===== src/rtl/bus_arbiter_n_if.sv =====
// Request/grant bundle shared between N bus masters and bus_arbiter_n.
// Latency: none, this file only carries wires.
// Backpressure: none; req/lock are levels and the grant is a level.
interface bus_arbiter_n_if #(
  parameter int N_MASTERS = 4,
  parameter int IDW       = $clog2(N_MASTERS)
);
  logic [N_MASTERS-1:0] req;
  logic [N_MASTERS-1:0] lock;
  logic [N_MASTERS-1:0] grnt;
  logic [IDW-1:0]       owner_id;
  logic                 locked;
  logic                 grnt_chg;

  // Requesting side: masters drive req/lock and observe the grant.
  modport master (
    output req,
    output lock,
    input  grnt,
    input  owner_id,
    input  locked,
    input  grnt_chg
  );

  // Arbiter side.
  modport slave (
    input  req,
    input  lock,
    output grnt,
    output owner_id,
    output locked,
    output grnt_chg
  );
endinterface


===== src/rtl/bus_arbiter_n.sv =====
// N-master bus arbiter: fixed-priority or round-robin, bus parking, lock, hold-limit preemption.
// Latency: 1 cycle from sampled req to grant; grnt decoded from the registered owner.
// Backpressure: none; a master keeps req high until granted, lock holds the bus against preemption.
module bus_arbiter_n #(
  parameter int N_MASTERS = 4,
  parameter int RR_MODE   = 1,
  parameter int MAX_HOLD  = 16,
  parameter int IDW       = $clog2(N_MASTERS)
) (
  input  logic           clk,
  input  logic           rst_n,
  bus_arbiter_n_if.slave bus
);

  localparam logic [1:0] ST_PARK   = 2'd0;
  localparam logic [1:0] ST_BUSY   = 2'd1;
  localparam logic [1:0] ST_LOCKED = 2'd2;

  logic [1:0]           r_state;
  logic [IDW-1:0]       r_owner;
  logic [7:0]           r_hold_cnt;
  logic                 r_grnt_chg;

  logic [1:0]           w_nxt_state;
  logic [IDW-1:0]       w_nxt_owner;
  logic [7:0]           w_nxt_hold;
  logic [N_MASTERS-1:0] w_grnt;
  logic [N_MASTERS-1:0] w_oth;
  logic [IDW:0]         w_pick_all;
  logic [IDW:0]         w_pick_oth;
  logic                 w_own_req;
  logic                 w_own_lock;
  logic                 w_oth_req;
  logic                 w_hold_exp;
  logic                 w_rearb;
  logic                 w_preempt;

  // Returns {found, index}. Round robin searches owner+1 upward with wrap, so the
  // owner itself is the last candidate; fixed priority takes the lowest index.
  function automatic logic [IDW:0] f_pick(input logic [N_MASTERS-1:0] i_cand,
                                          input logic [IDW-1:0]       i_own);
    logic [IDW:0]   v_res;
    logic [IDW:0]   v_sum;
    logic [IDW-1:0] v_idx;
    v_res = '0;
    v_sum = '0;
    v_idx = '0;
    if (RR_MODE != 0) begin
      for (int k = 1; k <= N_MASTERS; k++) begin
        v_sum = {1'b0, i_own} + (IDW+1)'(k);
        if (v_sum >= (IDW+1)'(N_MASTERS)) begin
          v_sum = v_sum - (IDW+1)'(N_MASTERS);
        end
        v_idx = v_sum[IDW-1:0];
        if (!v_res[IDW] && i_cand[v_idx]) begin
          v_res = {1'b1, v_idx};
        end
      end
    end else begin
      for (int k = 0; k < N_MASTERS; k++) begin
        v_idx = IDW'(k);
        if (!v_res[IDW] && i_cand[v_idx]) begin
          v_res = {1'b1, v_idx};
        end
      end
    end
    return v_res;
  endfunction

  // One-hot grant decoded from the owner register, so it is never empty or multi-hot.
  always_comb begin
    w_grnt          = '0;
    w_grnt[r_owner] = 1'b1;
  end

  // Next owner/state: re-arbitrate when the owner lets go, lock on request,
  // preempt a non-locked owner once its contended hold reaches MAX_HOLD.
  always_comb begin
    w_oth       = bus.req & ~w_grnt;
    w_own_req   = bus.req[r_owner];
    w_own_lock  = bus.lock[r_owner];
    w_oth_req   = |w_oth;
    w_pick_all  = f_pick(bus.req, r_owner);
    w_pick_oth  = f_pick(w_oth, r_owner);
    w_hold_exp  = (MAX_HOLD != 0) && (r_hold_cnt == 8'(MAX_HOLD));
    w_nxt_state = r_state;
    w_nxt_owner = r_owner;
    w_rearb     = 1'b0;
    w_preempt   = 1'b0;

    case (r_state)
      ST_PARK: begin
        w_rearb = 1'b1;
      end
      ST_BUSY: begin
        if (!w_own_req) begin
          w_rearb = 1'b1;
        end else if (w_own_lock) begin
          w_nxt_state = ST_LOCKED;
        end else if (w_hold_exp && w_oth_req) begin
          w_preempt = 1'b1;
        end
      end
      ST_LOCKED: begin
        if (!w_own_req) begin
          w_rearb = 1'b1;
        end else if (!w_own_lock) begin
          w_nxt_state = ST_BUSY;
        end
      end
      default: begin
        // Unused encoding: recover by arbitrating as if parked.
        w_rearb = 1'b1;
      end
    endcase

    if (w_rearb) begin
      if (w_pick_all[IDW]) begin
        w_nxt_owner = w_pick_all[IDW-1:0];
        w_nxt_state = bus.lock[w_pick_all[IDW-1:0]] ? ST_LOCKED : ST_BUSY;
      end else begin
        // Nobody wants the bus: park it on the current owner.
        w_nxt_state = ST_PARK;
      end
    end else if (w_preempt) begin
      w_nxt_owner = w_pick_oth[IDW-1:0];
      w_nxt_state = bus.lock[w_pick_oth[IDW-1:0]] ? ST_LOCKED : ST_BUSY;
    end
  end

  // Hold counter only runs while the same owner stays BUSY under contention;
  // re-winning the bus as the same owner does not reset it.
  always_comb begin
    if ((w_nxt_owner != r_owner) || (w_nxt_state != ST_BUSY)) begin
      w_nxt_hold = 8'd0;
    end else if ((r_state == ST_BUSY) && w_oth_req && (r_hold_cnt != 8'hFF)) begin
      w_nxt_hold = r_hold_cnt + 8'd1;
    end else begin
      w_nxt_hold = r_hold_cnt;
    end
  end

  // State registers; reset parks the bus on master 0 and drops any lock.
  always_ff @(posedge clk) begin
    if (!rst_n) begin
      r_state    <= ST_PARK;
      r_owner    <= '0;
      r_hold_cnt <= 8'd0;
      r_grnt_chg <= 1'b0;
    end else begin
      r_state    <= w_nxt_state;
      r_owner    <= w_nxt_owner;
      r_hold_cnt <= w_nxt_hold;
      r_grnt_chg <= (w_nxt_owner != r_owner);
    end
  end

  assign bus.grnt     = w_grnt;
  assign bus.owner_id = r_owner;
  assign bus.locked   = (r_state == ST_LOCKED);
  assign bus.grnt_chg = r_grnt_chg;

endmodule

===== src/flat_wrapper.sv =====
// flat-port wrapper written by rule: the top's interface ports become plain ports
module bus_arbiter_n_flat 
#(
  parameter int N_MASTERS = 4,
  parameter int RR_MODE   = 1,
  parameter int MAX_HOLD  = 16,
  parameter int IDW       = $clog2(N_MASTERS)
)
  (clk, rst_n, bus_req, bus_lock, bus_grnt, bus_owner_id, bus_locked, bus_grnt_chg);
  bus_arbiter_n_if #(.N_MASTERS(N_MASTERS), .IDW(IDW)) bus_i ();
  input  logic clk;
  input  logic rst_n;
  input wire logic [$bits(bus_i.req)-1:0] bus_req;
  input wire logic [$bits(bus_i.lock)-1:0] bus_lock;
  output wire logic [$bits(bus_i.grnt)-1:0] bus_grnt;
  output wire logic [$bits(bus_i.owner_id)-1:0] bus_owner_id;
  output wire logic [$bits(bus_i.locked)-1:0] bus_locked;
  output wire logic [$bits(bus_i.grnt_chg)-1:0] bus_grnt_chg;
  assign bus_i.req = bus_req;
  assign bus_i.lock = bus_lock;
  assign bus_grnt = bus_i.grnt;
  assign bus_owner_id = bus_i.owner_id;
  assign bus_locked = bus_i.locked;
  assign bus_grnt_chg = bus_i.grnt_chg;
  bus_arbiter_n #(.N_MASTERS(N_MASTERS), .RR_MODE(RR_MODE), .MAX_HOLD(MAX_HOLD), .IDW(IDW)) u_core (.clk(clk), .rst_n(rst_n), .bus(bus_i));
endmodule

===== config.mk =====
export PLATFORM = sky130hd
export DESIGN_NAME = bus_arbiter_n_flat
export DESIGN_NICKNAME = d
export VERILOG_FILES = /design/src/rtl/bus_arbiter_n_if.sv /design/src/rtl/bus_arbiter_n.sv /design/src/flat_wrapper.sv
export SDC_FILE = /design/constraint.sdc
export NUM_CORES = 1
export LEC_CHECK = 0
export CAP_MARGIN = 5
export CORE_MARGIN = 5
export CORE_UTILIZATION = 35
export DETAILED_ROUTE_END_ITERATION = 16
export SYNTH_ARGS = -nofsm -noshare
export SYNTH_HDL_FRONTEND = slang
export SYNTH_SLANG_ARGS = --single-unit

===== constraint.sdc =====
create_clock -name clk -period 3.3 [get_ports clk]
set_input_delay 0.66 -clock clk [delete_from_list [all_inputs] [get_ports clk]]
set_output_delay 0.66 -clock clk [all_outputs]
set_load 0.03 [all_outputs]

==> flow_summary_export.csv <==
group,metric,value,unit
critical_path,critPathMaxFanout,6,
clock_tree,tritoncts,"done",
floorplan,die_h,72.4,µm
floorplan,dieWidth,72.4,µm
layout,drive_gt1_frac,0.248,
critical_path,end_kind,"flip-flop",
clock_tree,cts_hold_buffers,0,
sta,period_needed,3.19,ns
global_routing,grt_pass1_vias,1333,
placement,place_congestion,0.859,
critical_path,slowest_delay,0.52,ns
route,postRouteAntennaNets,0,
power_and_ir_drop,power.density,886,nW/µm²
critical_path,critPathLaunchType,"primary input",
synthesis,synth_edf_count,0,
synthesis,synth_area,1360,µm²
synthesis,syn_avg_cell_area,8.57,µm²
clock_tree,clkLatencyLatePin,0.24,ns
power_and_ir_drop,ir_drop,414,µV
sta,finalHoldViolCount,0,
floorplan,io_pins,18,
synthesis,ys_warn_count,0,
critical_path,path_class,"in -> reg",
global_routing,grt_usage,0.135,
job,maxCapViolations,0,
run_status,status,"finished clean",
route,drc,0,
sta,fmax,313,MHz
critical_path,required,3.45,ns
route,vias,1443,
synthesis,synthCells,159,
synthesis,ys_seq_area_frac,0.191,
global_routing,grt_max_degree,18,
sta,finalSetupViolCount,0,
clock_tree,path_clk_slew,0.05,ns
sta,period_share,0.967,
clock_tree,htree_levels,1,
layout,final_cells,250,
route,met3WireLength,112,µm
synthesis,yosysTopAreaCell,"dfxtp_1",
route,wl,3.80,mm
route,wl_met2,1.87,mm
layout,antenna_cells,0,
route,routed_via_density,5.77,
critical_path,worst-path-buf-inv,1,
global_routing,grt_pass1_wl,5.88,mm
route,m1WireLength,1.77,mm
synthesis,synth.net_count,177,
synthesis,synthDominantCellAreaShare,0.191,
sta,rsz0062_at_grt,"true",
synthesis,ys_types,54,
clock_tree,clockBufferDepth,2,
sta,skew,0.00348,ns
layout,area_growth,38.5,%
layout,nNetsFinal,221,
global_routing,overflow,0,
placement,dp_hpwl,2.76,mm
placement,port_buffers,17,
floorplan,initial_core_util,0.367,
sta,timing.hold.ws,0.574,ns
critical_path,cp.arrival,3.34,ns
critical_path,critPathSlowestCell,"or4_4",
power_and_ir_drop,finalPower,0.00167,W
min_path,hold_class,"reg -> reg",
power_and_ir_drop,p_leak,0.735,nW
route,first_pass_iters,4,
sta,maxSlewHeadroom,0.732,
clock_tree,clock-sinks,13,
synthesis,ys_async_sr_fraction,0,
clock_tree,cts_buffers,3,
floorplan,coreArea,3720,µm²
sta,slew_violations,0,
synthesis,synth_seq_cells,13,
floorplan,rows,22,
route,drtIter0Drc,132,
critical_path,crit_chain,"clkdlybuf4s50_1 -> mux4_2 -> or4_4 -> nor4_4 -> nor2_1 -> o21ai_1 -> a2bb2oi_4 -> o22ai_2 -> nor4_2",
sta,tightest_slew,0.399,ns
placement,dp.cells,244,
route,wl_per_cell,15.2,µm
clock_tree,cts_root_buffer,"clkbuf_8",
global_routing,antenna_found_initial,0,
route,maxUsedRoutingLayer,"met4",
critical_path,cp_top_family,"simple AND/OR/NAND/NOR gates",
layout,nFillCells,364,
floorplan,dieArea,5240,µm²
synthesis,yosys-top-cells-area,"dfxtp_1 (19%), ha_1 (7.3%), mux4_1 (5.8%)",
synthesis,ys.flop_type,"dfxtp_1",
[kinds of logic after synthesis]
| family | share of synthesized area |
|---|---|
| AND/OR/NAND/NOR | 0.253 |
| AO/OA/AOI/OAI | 0.226 |
| buffers and inverters | 0.0579 |
| multiplexers | 0.161 |
| flip-flops | 0.191 |
| adder cells (fa/ha/maj) | 0.0735 |
| XOR/XNOR | 0.0386 |
[worst paths after layout]
| check | cells past startpoint | end | from | slack [ns] |
|---|---|---|---|---|
| worst min register to register | 2 | u_core.r_hold_cnt[5] | u_core.r_hold_cnt[5] | 0.57 |
| worst min-delay path | 2 | u_core.r_hold_cnt[5] | u_core.r_hold_cnt[5] | 0.57 |
| worst max register to register | 10 | u_core.r_hold_cnt[0] | u_core.bus.owner_id[1] | 0.20 |
| worst max-delay path | 9 | u_core.r_hold_cnt[1] | bus_lock[3] | 0.11 |
[worst reg2reg max path: stages (launching register included)]
cell and delay (ns):
dfxtp_2 0.40, inv_1 0.12, ha_1 0.35, mux4_2 0.52
or2_2 0.33, a21oi_1 0.20, nor2_1 0.09, a31oi_1 0.20
mux2_4 0.39, o22ai_2 0.29, nor4_1 0.08
[Yosys cell counts, drive strengths merged (2+ instances only)]
library cell and number:
o22ai 2, xor2 4, mux2i 5, nor2 12
buf 2, clkbuf 3, a31oi 4, nor2b 4
xnor2 2, nand2b 6, mux2 2, or2 2
dfxtp 13, ha 8, nand3 4, o21a 2
inv 13, a21oi 8, and3 2, o21ai 7
mux4 6, nand2 8, and2 2, nor3 3
nor4 9, a211oi 4
[placed cells by master (no fill, tap or decap), types with 2 or more instances in the layout]
cell and instances:
mux4_1 2, a31oi_1 3, a211oi_1 4, dlymetal6s2s_1 2, and3_1 2, inv_1 13, buf_4 25, mux4_2 4
clkdlybuf4s50_1 15, nor2b_1 4, o21a_1 2, ha_1 8, xnor2_1 2, clkbuf_8 3, and2_1 2, o21ai_0 6
a31oi_4 2, a21oi_1 7, nand2_1 8, nand3_1 4, xor2_1 4, nor3_1 3, nor4_1 7, nor2_1 11
or2_2 2, nand2b_1 6, dfxtp_1 11, mux2i_1 5
[layer usage]
layer / vias to the layer above / global-route usage
met3: 4 / 0.0180
li1: 705 / -
met4: 0 / 0.0328
met1: 705 / 0.186
met2: 29 / 0.223
met5: - / 0
[metrics by stage]
step / utilization / TNS (ns) / setup slack (ns) / area (µm²)
floorplan: - / 0 / 0.00832 / 1400
global placement: 0.478 / -0.623 / -0.0715 / 1780
detailed placement: 0.478 / -1.78 / -0.203 / 1780
CTS: 0.491 / 0 / 0.0378 / 1820
global route: 0.508 / -0.214 / -0.0424 / 1890
finish: 0.508 / 0 / 0.108 / 1890
[final cells by class]
cell class / count / area (µm²) / area share
well taps: 48 / 60.1 / 0.0318
clock buffers: 4 / 45.0 / 0.0239
flip-flops and latches: 13 / 265 / 0.141
inverters: 13 / 48.8 / 0.0259
repair buffers: 42 / 363 / 0.192
multi-input cells: 130 / 1100 / 0.586
[power by group]
group	internal, W	total [W]	leakage, nW	switching (W)
clock network	0.0000852	0.000143	0.0228	0.0000579
registers	0.000187	0.000209	0.107	0.0000224
logic	0.000597	0.00132	0.605	0.000723
[timing repair]
action / CTS / global route
resized for setup: 0 / 8
setup buffers: 0 / 0
endpoints found under the setup margin: 0 / 10
endpoints found under the hold margin: 0 / 0
[registers in the layout, indices dropped and copies added, names as in the netlist]
| name | count |
|---|---|
| u_core.r_hold_cnt | 8 |
| u_core.bus.owner_id | 2 |
| u_core.r_state | 2 |
| u_core.bus.grnt_chg | 1 |
Power figures use the tool's default switching activity.
